**config.mk**
```make
export PLATFORM = sky130hd
export DESIGN_NAME = bcd_display_converter
export DESIGN_NICKNAME = d
export VERILOG_FILES = /design/src/rtl/bcd_display_converter.sv
export SDC_FILE = /design/constraint.sdc
export NUM_CORES = 1
export LEC_CHECK = 0
export ABC_AREA = 1
export CORE_MARGIN = 2
export CORE_UTILIZATION = 43
export DETAILED_ROUTE_END_ITERATION = 10
export GPL_TIMING_DRIVEN = 0
export PLACE_DENSITY = 0.7
export SYNTH_ARGS = -nofsm -noshare
export SYNTH_HDL_FRONTEND = slang
export SYNTH_SLANG_ARGS = --single-unit
```
**constraint.sdc**
```tcl
create_clock -name clk -period 2.04 [get_ports clk]
set_clock_uncertainty 0.1 [all_clocks]
set_input_delay 0.306 -clock clk [delete_from_list [all_inputs] [get_ports clk]]
set_output_delay 0.306 -clock clk [all_outputs]
set_load 0.05 [all_outputs]
```
**src/rtl/bcd_display_converter.sv**
```systemverilog
// Sequential double-dabble binary-to-BCD converter feeding the seven-segment decoders, one bit per clock.
// Optional macro BCD_SIGNED_INPUT_EN: value is two's complement, magnitude is converted and sign reported.
module bcd_display_converter #(
   parameter int WIDTH  = 16,
   parameter int DIGITS = 6
) (
   input  logic                clk,
   input  logic                rst,
   input  logic                start,
   input  logic [WIDTH-1:0]    value,
   output logic                busy,
   output logic                done,
   output logic [4*DIGITS-1:0] digits,
   output logic [DIGITS-1:0]   blank,
   output logic                overflow,
   output logic                negative
);

   localparam int CntW = $clog2(WIDTH + 1);
   localparam logic [DIGITS-1:0] BlankReset = ~DIGITS'(1);

   typedef enum logic [1:0] {IDLE, SHIFT, FINISH} state_e;

   state_e              state_q;
   logic [WIDTH-1:0]    bin_q;
   logic [4*DIGITS-1:0] bcd_q;
   logic [4*DIGITS-1:0] bcdAdj;
   logic [4*DIGITS-1:0] bcd_d;
   logic [CntW-1:0]     cnt_q;
   logic                ovfSticky_q;
   logic                busy_q;
   logic                done_q;
   logic [4*DIGITS-1:0] digits_q;
   logic [DIGITS-1:0]   blank_q;
   logic [DIGITS-1:0]   blankCalc;
   logic                allZero;
   logic                overflow_q;
   logic [WIDTH-1:0]    capMag;

`ifdef BCD_SIGNED_INPUT_EN
   logic signCap_q;
   logic negative_q;
   // Plain negation also covers the most negative value: its WIDTH-bit pattern is already the magnitude.
   assign capMag   = value[WIDTH-1] ? (~value + WIDTH'(1)) : value;
   assign negative = negative_q;
`else
   assign capMag   = value;
   assign negative = 1'b0;
`endif

   always_comb begin
      bcdAdj = bcd_q;
      for (int i = 0; i < DIGITS; i++) begin
         if (bcd_q[4*i +: 4] >= 4'd5) begin
            bcdAdj[4*i +: 4] = bcd_q[4*i +: 4] + 4'd3;
         end
      end
   end

   // The top adjusted nibble's MSB is the decimal carry that falls off the display.
   assign bcd_d = {bcdAdj[4*DIGITS-2:0], bin_q[WIDTH-1]};

   always_comb begin
      blankCalc = '0;
      allZero   = 1'b1;
      for (int i = DIGITS - 1; i >= 1; i--) begin
         allZero      = allZero & (bcd_q[4*i +: 4] == 4'd0);
         blankCalc[i] = allZero;
      end
   end

   always_ff @(posedge clk) begin
      if (rst) begin
         state_q     <= IDLE;
         bin_q       <= '0;
         bcd_q       <= '0;
         cnt_q       <= '0;
         ovfSticky_q <= 1'b0;
         busy_q      <= 1'b0;
         done_q      <= 1'b0;
         digits_q    <= '0;
         blank_q     <= BlankReset;
         overflow_q  <= 1'b0;
`ifdef BCD_SIGNED_INPUT_EN
         signCap_q   <= 1'b0;
         negative_q  <= 1'b0;
`endif
      end else begin
         done_q <= 1'b0;
         case (state_q)
            IDLE: begin
               if (start) begin
                  bin_q       <= capMag;
                  bcd_q       <= '0;
                  ovfSticky_q <= 1'b0;
                  cnt_q       <= CntW'(WIDTH);
                  busy_q      <= 1'b1;
                  state_q     <= SHIFT;
`ifdef BCD_SIGNED_INPUT_EN
                  signCap_q   <= value[WIDTH-1];
`endif
               end
            end
            SHIFT: begin
               bin_q       <= {bin_q[WIDTH-2:0], 1'b0};
               bcd_q       <= bcd_d;
               ovfSticky_q <= ovfSticky_q | bcdAdj[4*DIGITS-1];
               cnt_q       <= cnt_q - CntW'(1);
               if (cnt_q == CntW'(1)) begin
                  state_q <= FINISH;
               end
            end
            FINISH: begin
               digits_q   <= bcd_q;
               blank_q    <= blankCalc;
               overflow_q <= ovfSticky_q;
               done_q     <= 1'b1;
               busy_q     <= 1'b0;
               state_q    <= IDLE;
`ifdef BCD_SIGNED_INPUT_EN
               negative_q <= signCap_q;
`endif
            end
            default: state_q <= IDLE;
         endcase
      end
   end

   assign busy     = busy_q;
   assign done     = done_q;
   assign digits   = digits_q;
   assign blank    = blank_q;
   assign overflow = overflow_q;

endmodule

```
==> reports/qor.txt <==
cts hold-fix bufs -> 0
CTS Buffer Depth -> 2
Total Routing Usage GR -> 0.209
die area -> 9080 um^2
clock-pin slew on the worst setup and hold paths -> 0.07 ns
crit end category -> output pin
layout cells sized above 1 -> 0.0695
clock sink total -> 80
reg-to-reg slack, setup -> 0.49 ns
chip width -> 95.3 um
Levels on crit path -> 1
reg2reg start -> state_q[0]$_SDFFE_PP0P_
max-capacitance violation count -> 0
vias per cell -> 5.12
CP Max Fanout -> 2
Tcrit/Tclk final -> 0.939
global placement routability congestion -> 0.840
Worst Path Class, Setup -> reg2out
first-pass GRT wire length -> 14.5 mm
CTS tree -> built
Tmin final -> 1.91 ns
Cells after Synth -> 481
post-synthesis register bit count -> 80
Final Hold Viols -> 0
total gr overflow -> 0
leakage power -> 1.83 nW
Pins Over Slew Limit -> 0
Post-synth EDFFs -> 0
Area growth syn-to-layout -> 23.5%
WP data required -> 1.63 ns
pin slew with the least headroom to its limit -> 0.623 ns
Num CTS Buffers -> 9
crit-path leading delay family -> buffers and inverters
worst stage delay on the critical path -> 0.81 ns
ANT nets after route -> 0
critical path endpoint -> digits[2]
Netlist cell types -> 29
RSZ-0062 raised after global routing -> no
Root Buffer -> clkbuf_8
CP Launch Type -> flop
worst setup path startpoint -> digits[2]$_SDFFE_PP0P_
sequential area share after synthesis -> 0.447
YS warnings -> 0
worst-path cell chain -> clkdlybuf4s50_1
Placeable Area -> 8130 um^2
Synth top area share -> 0.447
final wirelength -> 8.75 mm
setup TNS -> 0 ns
fillers -> 782
top cell type by total area after synthesis -> dfxtp_1
post-route setup slack -> 0.125 ns
number of global-route vias before repair -> 3148
via count -> 3335
Finish-stage setup viols -> 0
overall die height -> 95.3 um
RR Endpoint -> blank[5]$_SDFFE_PP1P_
syn_area_per_cell -> 7.45 um^2
main flop type after synthesis -> dfxtp_1
worst slack at placement -> 0.174 ns
Hold Crit Class -> in2reg
# port buffers -> 49
initial antenna violation count -> 0
Clk Latency, worst-skew pair -> 0.36 ns
f_max -> 522 MHz
# rows -> 33
Util after Layout -> 0.544
FF/Latch Area -> 1600 um^2
cts repair resizes -> 0
initial core utilization -> 0.440
DRC -> 0
maximum VDD drop -> 402 uV
status -> completed
Ports -> 53
most common cell in the synthesized netlist -> nand2_1
CP Buf/Inv Count -> 1
multi-input logic area -> 1700 um^2
# diodes -> 0
NumNets Final -> 579
cell depth of the worst flop-to-flop path -> 4
Avg WL per Cell -> 13.4 um
ranking of synthesized cells by area -> dfxtp_1, nand2_1, a21oi_1, ha_1, o21ai_0
PD cells -> 754 nW/um^2
initial DRC count -> 172
most common library cells after synthesis -> nand2_1, dfxtp_1, a21oi_1
Post-synth ARST share -> 0
DRT Pass-1 Iters -> 5
Mapped Area -> 3580 um^2
post-DP HPWL -> 6.29 mm
slew margin rel. -> 0.585
largest net degree at the start of global routing -> 13
Post-CTS Setup Inserts -> 0
total power draw -> 3.34 mW
CP max-delay cell -> clkdlybuf4s50_1
Crit path arrival time -> 1.51 ns
H-tree Lvls -> 3
## layer usage
metal	GRT usage	routed length, um
met1	0.276	4250
met2	0.334	3940
met3	0.0506	435
met4	0.0688	117
met5	0	0
## sequential cells by signal (all words and copies together) (netlist names)
signal and flops:
ovfSticky_q 1, digits 24, overflow 1, busy 1, bin_q 16, bcd_q 24, done 1, cnt_q 5
blank 5, state_q 2
## stage by stage
stage	hold WS, ns	cell area, um^2	cells
final	0.272	4430	652
after global routing	0.288	4430	652
after CTS	0.260	4430	652
after detailed placement	0.343	4210	636
after global placement	0.337	4210	636
after floorplan	0.320	3590	482
## cells in the final DEF, fill, tap and decap left out
master | netlist | final
nand2_1 | 115 | 115
dfxtp_1 | 80 | 80
a21oi_1 | 56 | 56
clkdlybuf4s50_1 | 0 | 49
inv_1 | 45 | 45
o21ai_0 | 43 | 43
nor2_1 | 33 | 33
nand3_1 | 29 | 29
ha_1 | 18 | 18
clkbuf_8 | 0 | 13
buf_2 | 10 | 10
nand4_1 | 7 | 7
o211ai_1 | 6 | 6
clkbuf_1 | 5 | 6
a31oi_1 | 5 | 5
a22oi_1 | 4 | 4
inv_2 | 3 | 3
buf_4 | 3 | 3
nor2_4 | 3 | 3
nand2_4 | 2 | 2
buf_1 | 2 | 2
a211oi_1 | 2 | 2
nor3_1 | 2 | 2
conb_1 | 1 | 2
nand2_2 | 1 | 1
o31ai_1 | 1 | 1
nor2_2 | 1 | 1
clkinv_1 | 1 | 1
nor4_1 | 1 | 1
o2111ai_1 | 1 | 1
o22ai_1 | 1 | 1
clkinv_2 | 0 | 1
bufinv_16 | 0 | 1
## final cells by class
type | count | share of cell area
Multi-Input combinational cell | 333 | 0.385
Sequential cell | 80 | 0.362
Timing Repair Buffer | 49 | 0.111
Inverter | 49 | 0.0416
Clock buffer | 14 | 0.0413
Tap cell | 105 | 0.0297
Buffer | 20 | 0.0223
Clock inverter | 2 | 0.00792
## power breakdown
group / switching (mW) / leakage [nW] / internal (mW)
clock: 0.557 / 0.113 / 0.698
sequential: 0.0395 / 0.649 / 1.62
combinational: 0.280 / 1.07 / 0.140
## worst min-delay path by stage
stage | end | cells past startpoint | slack, ns | from
floorplan | bin_q[0]$_SDFFE_PP0P_ | 2 | 0.32 | bin_q[0]$_SDFFE_PP0P_
global placement | bin_q[0]$_SDFFE_PP0P_ | 2 | 0.34 | bin_q[0]$_SDFFE_PP0P_
detailed placement | bcd_q[14]$_SDFFE_PP0P_ | 2 | 0.34 | bcd_q[14]$_SDFFE_PP0P_
CTS | blank[4]$_SDFFE_PP1P_ | 3 | 0.26 | rst
global route | bcd_q[0]$_SDFFE_PP0P_ | 2 | 0.29 | rst
finish | blank[1]$_SDFFE_PP1P_ | 3 | 0.27 | rst
## kinds of logic (layout without fill, tap and decap cells)
kind of cell,Yosys count,after routing,share of synthesized area
compound gates,119,119,0.178
fa+ha+maj,18,18,0.0629
buf+inv,69,134,0.0789
flops,80,80,0.447
other cells,1,2,0.00105
simple gates,194,194,0.232
No activity file was read; power rests on OpenSTA's default activity.
